### src/rtl/darkroom_sample_fifo.sv
// ============================================================================
// Module   : darkroom_sample_fifo
// Purpose  : Snapshots lighthouse sensor words on sync rising edges and
//            queues them round-robin into one FIFO drained over Avalon-MM.
//            Optional macro DARKROOM_FIFO_TIMESTAMP_EN adds cycle timestamps.
// Revision : 1.0 - initial release
// ============================================================================
`default_nettype none

module darkroom_sample_fifo #(
    parameter int NUMBER_OF_SENSORS = 8,
    parameter int FIFO_DEPTH_LOG2   = 6
) (
    input  logic                            clock,
    input  logic                            reset,
    input  logic [32*NUMBER_OF_SENSORS-1:0] sensor_data_i,
    input  logic [NUMBER_OF_SENSORS-1:0]    sync_i,
    input  logic [1:0]                      address,
    input  logic                            read,
    input  logic                            write,
    input  logic [31:0]                     writedata,
    output logic [31:0]                     readdata,
    output logic                            waitrequest,
    output logic                            irq
);

    localparam int SEL_W = (NUMBER_OF_SENSORS > 1) ? $clog2(NUMBER_OF_SENSORS) : 1;
    localparam int DEPTH = 1 << FIFO_DEPTH_LOG2;
    localparam int CNT_W = FIFO_DEPTH_LOG2 + 1;
`ifdef DARKROOM_FIFO_TIMESTAMP_EN
    localparam int ENTRY_W = 64;
`else
    localparam int ENTRY_W = 32;
`endif

    logic [NUMBER_OF_SENSORS-1:0] sync_prev;
    logic [NUMBER_OF_SENSORS-1:0] capture;
    logic [NUMBER_OF_SENSORS-1:0] pending;
    logic [NUMBER_OF_SENSORS-1:0] grant_onehot;
    logic [31:0]                  snap [NUMBER_OF_SENSORS];
    logic [SEL_W-1:0]             rr_ptr;
    logic [SEL_W-1:0]             grant_idx;
    logic                         grant_valid;
    int                           arb_idx;

    logic                         push;
    logic                         pop;
    logic                         flush;
    logic                         clr_drop;
    logic                         full;
    logic                         empty;
    logic [FIFO_DEPTH_LOG2-1:0]   wr_ptr;
    logic [FIFO_DEPTH_LOG2-1:0]   rd_ptr;
    logic [CNT_W-1:0]             count;
    logic [CNT_W-1:0]             count_next;
    logic [ENTRY_W-1:0]           mem [DEPTH];
    logic [ENTRY_W-1:0]           push_entry;
    logic [ENTRY_W-1:0]           head;

    logic [15:0]                  drop_cnt;
    logic                         overflow;
    logic [6:0]                   drop_num;
    logic [16:0]                  drop_sum;
    logic [31:0]                  count_ext;
    logic [7:0]                   count_disp;
    logic [31:0]                  status;

`ifdef DARKROOM_FIFO_TIMESTAMP_EN
    logic [31:0]                  ts;
    logic [31:0]                  ts_hold;
    logic [31:0]                  snap_ts [NUMBER_OF_SENSORS];
`endif

    wire unused_writedata = &{1'b0, writedata[31:2]};

    assign capture  = sync_i & ~sync_prev;
    assign flush    = write && (address == 2'd3) && writedata[0];
    assign clr_drop = write && (address == 2'd3) && writedata[1];
    assign full     = (count == CNT_W'(DEPTH));
    assign empty    = (count == '0);
    assign push     = grant_valid && !full && !flush;
    assign pop      = waitrequest && (address == 2'd1) && !empty;
    assign head     = mem[rd_ptr];

    // First pending sensor at or after rr_ptr, scanning with wrap-around
    always_comb begin
        grant_valid = 1'b0;
        grant_idx   = '0;
        arb_idx     = 0;
        for (int k = 0; k < NUMBER_OF_SENSORS; k++) begin
            arb_idx = int'(rr_ptr) + k;
            if (arb_idx >= NUMBER_OF_SENSORS) begin
                arb_idx = arb_idx - NUMBER_OF_SENSORS;
            end
            if (!grant_valid && pending[arb_idx]) begin
                grant_valid = 1'b1;
                grant_idx   = arb_idx[SEL_W-1:0];
            end
        end
    end

    always_comb begin
        grant_onehot = '0;
        if (push) begin
            grant_onehot[grant_idx] = 1'b1;
        end
    end

`ifdef DARKROOM_FIFO_TIMESTAMP_EN
    assign push_entry = {snap_ts[grant_idx], snap[grant_idx]};
`else
    assign push_entry = snap[grant_idx];
`endif

    // A capture onto a pending sensor is a drop unless that sensor is being pushed now
    always_comb begin
        drop_num = '0;
        for (int i = 0; i < NUMBER_OF_SENSORS; i++) begin
            if (capture[i] && pending[i] && !grant_onehot[i]) begin
                drop_num = drop_num + 7'd1;
            end
        end
    end

    assign drop_sum = {1'b0, drop_cnt} + 17'(drop_num);

    always_comb begin
        count_next = count;
        if (flush) begin
            count_next = '0;
        end else if (push && !pop) begin
            count_next = count + CNT_W'(1);
        end else if (!push && pop) begin
            count_next = count - CNT_W'(1);
        end
    end

    assign count_ext  = 32'(count);
    assign count_disp = (count_ext > 32'd255) ? 8'hFF : count_ext[7:0];
    assign status     = {overflow, 7'b0, drop_cnt, count_disp};

    always_ff @(posedge clock) begin
        if (push) begin
            mem[wr_ptr] <= push_entry;
        end
    end

    always_ff @(posedge clock or posedge reset) begin
        if (reset) begin
            sync_prev <= '0;
            pending   <= '0;
            rr_ptr    <= '0;
            for (int i = 0; i < NUMBER_OF_SENSORS; i++) begin
                snap[i] <= '0;
            end
        end else begin
            sync_prev <= sync_i;
            for (int i = 0; i < NUMBER_OF_SENSORS; i++) begin
                if (capture[i]) begin
                    snap[i] <= sensor_data_i[32*i +: 32];
                end
            end
            if (flush) begin
                pending <= '0;
            end else begin
                pending <= (pending & ~grant_onehot) | capture;
            end
            if (push) begin
                rr_ptr <= (grant_idx == SEL_W'(NUMBER_OF_SENSORS - 1)) ? '0 : grant_idx + 1'b1;
            end
        end
    end

`ifdef DARKROOM_FIFO_TIMESTAMP_EN
    always_ff @(posedge clock or posedge reset) begin
        if (reset) begin
            ts <= '0;
            for (int i = 0; i < NUMBER_OF_SENSORS; i++) begin
                snap_ts[i] <= '0;
            end
        end else begin
            ts <= ts + 32'd1;
            for (int i = 0; i < NUMBER_OF_SENSORS; i++) begin
                if (capture[i]) begin
                    snap_ts[i] <= ts;
                end
            end
        end
    end
`endif

    always_ff @(posedge clock or posedge reset) begin
        if (reset) begin
            wr_ptr   <= '0;
            rd_ptr   <= '0;
            count    <= '0;
            irq      <= 1'b0;
            drop_cnt <= '0;
            overflow <= 1'b0;
        end else begin
            count <= count_next;
            irq   <= (count_next != '0);
            if (flush) begin
                wr_ptr <= '0;
                rd_ptr <= '0;
            end else begin
                if (push) wr_ptr <= wr_ptr + 1'b1;
                if (pop)  rd_ptr <= rd_ptr + 1'b1;
            end
            if (clr_drop) begin
                drop_cnt <= '0;
                overflow <= 1'b0;
            end else if (!flush && (drop_num != '0)) begin
                overflow <= 1'b1;
                drop_cnt <= drop_sum[16] ? 16'hFFFF : drop_sum[15:0];
            end
        end
    end

    // Two-cycle read: waitrequest marks the cycle in which the access is performed
    always_ff @(posedge clock or posedge reset) begin
        if (reset) begin
            waitrequest <= 1'b0;
            readdata    <= '0;
`ifdef DARKROOM_FIFO_TIMESTAMP_EN
            ts_hold     <= '0;
`endif
        end else if (!waitrequest) begin
            if (read) begin
                waitrequest <= 1'b1;
            end
        end else begin
            waitrequest <= 1'b0;
            case (address)
                2'd0: readdata <= status;
                2'd1: begin
                    readdata <= empty ? 32'h0 : head[31:0];
`ifdef DARKROOM_FIFO_TIMESTAMP_EN
                    ts_hold  <= empty ? 32'h0 : head[63:32];
`endif
                end
`ifdef DARKROOM_FIFO_TIMESTAMP_EN
                2'd2: readdata <= ts_hold;
`else
                2'd2: readdata <= 32'h0;
`endif
                default: readdata <= 32'(NUMBER_OF_SENSORS);
            endcase
        end
    end

endmodule

`default_nettype wire
### config.mk
export PLATFORM = sky130hd
export DESIGN_NAME = darkroom_sample_fifo
export DESIGN_NICKNAME = d
export VERILOG_FILES = /design/src/rtl/darkroom_sample_fifo.sv
export SDC_FILE = /design/constraint.sdc
export NUM_CORES = 2
export LEC_CHECK = 0
export BUFFER_PORTS_ARGS = -buffer_cell sky130_fd_sc_hd__buf_4
export CORE_MARGIN = 1.5
export CORE_UTILIZATION = 45
export DETAILED_ROUTE_END_ITERATION = 8
export PLACE_DENSITY = 0.6
export SLEW_MARGIN = 10
export SYNTH_ARGS = -nofsm -noshare
export SYNTH_HDL_FRONTEND = slang
export SYNTH_SLANG_ARGS = --single-unit
### constraint.sdc
create_clock -name clock -period 17.95 [get_ports clock]
set_input_delay 0 -clock clock [delete_from_list [all_inputs] [get_ports clock]]
set_output_delay 0 -clock clock [all_outputs]
set_load 0.05 [all_outputs]
==> flow_metrics.tcl <==
set metrics [dict create \
    grt_pass1_vias 57153 \
    ys_seq_area_share_pct 72.7 \
    initial_core_util_pct 45.4 \
    io_pins 336 \
    synth_fa_ha_area_share_pct 0.306 \
    rsz0062_at_grt "no" \
    clockBufferDepth 3 \
    synth_edf_count 2048 \
    fin_crit_ps 10840 \
    area_delta_synth_final_pct 20.6 \
    drcViolationCount 0 \
    synth_top_family_by_area "multiplexers" \
    finalClockSkew_ps 45.5 \
    crit_type "register to register" \
    yosysWarnings 0 \
    post-dp-hpwl_um 147000 \
    clk_pin_slew_ps 60 \
    synth_mux_area_share_pct 15.5 \
    core_area_mm2 0.213 \
    max-cap-violations 0 \
    antenna_found_initial 51 \
    setup_tns_ps 0 \
    clock-sinks 2393 \
    place_congestion 0.859 \
    report.final.slew_viol_count 0 \
    avgSynthCellArea_um2 17.5 \
    ys_seq_elements 2393 \
    status "finished clean" \
    htree_levels 4 \
    post-route-period-util_pct 60.4 \
    insertion_delay_ps 880 \
    slowest_delay_ps 940 \
    cts_inserted_buffers 236 \
    synthCells 5512 \
    synthArstFlopShare_pct 14.4 \
    path_max_fanout 136 \
    initialDrtViolationCount 5372 \
    die_area_mm2 0.217 \
    r2r_cells 39 \
    yosys.area_share.xor_xnor_pct 0.428 \
    grt_usage_pct 25.3 \
    hold_depth 4 \
    multiInputGateArea_mm2 0.0258 \
    worstMarginPinSlew_ps 1390 \
    wire_per_inst_um 29.5 \
    required_ps 18660 \
    place_ws_ps 6890 \
    crit_family "adder cells" \
    fillCellCount 16317 \
    setup_slack_ps 7110 \
    hold_path.class "input port to register" \
    grt_max_degree 137 \
    synth-simple-area-share_pct 3.59 \
    synthFlopType "edfxtp_1" \
    finalNonFillerCells 9465 \
    fp.dieH_um 466 \
    ant_nets 0 \
    crit_cells 39 \
    drt_first_pass_iters 5 \
    synth_compound_area_share_pct 5.94 \
    worstSetupStartpointType "register" \
    syn-cell-area_mm2 0.0965 \
    dieWidth_um 466 \
    hold_viol 0 \
    finalSetupViolCount 0 \
    cp_num_buf_inv 4 \
    grt_pass1_wl_um 397000 \
    yosysUniqueCellTypes 87 \
    grt_overflow 0 \
    final_net_count 6726 \
    crit_arrival_ps 11550 \
    post-place-cells 8445 \
    io_buffers 305 \
    slew_headroom_pct 6.69 \
    worst_path_max_delay_cell "dfrtp_1" \
    worst_setup_path_end_kind "register" \
    design_area_mm2 0.116 \
    ff_latch_area_mm2 0.0702 \
    vias 56510 \
    rows 169 \
    vias_per_cell 5.97 \
    cts-root-buf "clkbuf_16" \
    fmax_mhz 92.2 \
    cts_tree "done" \
    wirelength_um 279000 \
    drive_above_1_share_pct 23.1 \
    dpl_cell_area_mm2 0.103 \
]
## cell usage after synthesis, types with 10 or more instances
master,n,area [um^2]
xnor2_1,23,201
o211ai_1,34,255
clkbuf_1,251,942
mux2i_1,492,4920
inv_1,21,78.8
edfxtp_1,2048,61500
nand2b_1,10,62.6
o221ai_1,238,2080
nand3_1,80,400
xor2_1,11,96.3
buf_1,99,372
nor2_1,121,454
nor3_1,14,70.1
mux4_2,311,7000
o21ai_0,93,465
a211oi_1,91,683
nor2b_1,16,100
o22ai_1,123,769
a21oi_1,131,656
a221o_1,23,230
dfrtp_1,345,8630
ha_1,22,275
a31oi_1,16,100
mux2_2,264,2970
nand2_1,487,1830
nand4_1,13,81.3
and3_1,11,68.8
## sequential cells by signal (all words and copies together) (netlist names)
register and count:
waitrequest 1, rd_ptr 6, pending 8, mem 2048
overflow 1, count 7, wr_ptr 6, sync_prev 8
snap 256, irq 1, readdata 32, drop_cnt 16
rr_ptr 3
## per-stage QoR
stage / hold slack (ps) / util [%]
5_1_grt: 70.8 / 54.7
3_5_place_dp: 122 / 48.6
2_1_floorplan: 31.4 / -
3_3_place_gp: 121 / 48.6
6_report: 80.6 / 54.7
4_1_cts: 25.8 / 54.7
## path summary, 6_finish.rpt
kind / from / slack [ps] / to
min in group asynchronous: reset / 480 / snap[40]$_DFFE_PP0P_
max reg2reg: rr_ptr[0]$_DFFE_PP0P_ / 7110 / drop_cnt[11]$_DFFE_PP0P_
max: rr_ptr[0]$_DFFE_PP0P_ / 7110 / drop_cnt[11]$_DFFE_PP0P_
min: sync_i[7] / 80 / pending[7]$_DFF_PP0_
min reg2reg: overflow$_DFFE_PP0P_ / 500 / overflow$_DFFE_PP0P_
max in group asynchronous: reset / 15290 / drop_cnt[10]$_DFFE_PP0P_
## layout by cell type, fill, tap and decap left out, types with 38 or more instances in the layout
cell type and n:
a21oi_1 131, mux2i_1 492, clkbuf_16 243, mux2_2 264
nor2_4 65, o221ai_1 238, clkbuf_1 46, dlygate4sd3_1 539
nor2_1 58, edfxtp_1 2048, clkinv_1 62, mux4_2 311
buf_4 464, clkinv_2 38, nand3_1 80, o21ai_0 61
o22ai_1 123, dfrtp_1 339, nand2_1 486, diode_2 45
a211oi_1 85
## logic make-up after synthesis
family / count (synthesis)
AND/OR/NAND/NOR: 802
XOR/XNOR: 39
other: 1
buffers and inverters: 386
adder cells (fa/ha/maj): 23
flip-flops: 2393
AO/OA/AOI/OAI: 800
multiplexers: 1068
## worst register-to-register path: cells and delay by family, from the launching register on
family	cells	cell delay [ps]
AO/OA/AOI/OAI	9	2020
XOR/XNOR	1	340
adder cells (fa/ha/maj)	7	2560
buffers and inverters	4	1500
flip-flops	1	940
multiplexers	3	1300
AND/OR/NAND/NOR	15	2050
## final cells by class
type / instances / share of cell area [%]
Inverter: 25 / 0.0936
Tap cell: 2821 / 3.04
Antenna cell: 45 / 0.0968
Multi-Input combinational cell: 2734 / 22.2
Timing Repair Buffer: 1011 / 7.77
Clock inverter: 130 / 0.897
Clock buffer: 306 / 5.58
Sequential cell: 2393 / 60.3
## per-layer routing
metal	wire length, um	GRT usage, %	vias to the layer above
li1	-	-	24011
met1	114000	34.4	29806
met2	134000	41.1	2192
met3	19500	4.09	485
met4	10600	9.84	16
met5	92	0	-
## repair_timing
item	in CTS	in global routing
resized for setup	0	0
endpoints found under the hold margin	458	0
setup buffers	0	0
hold buffers	539	0
Power is left out: the tool's default activity adds up to more than one toggle a clock period on the data nets, which glitch-free logic cannot reach.
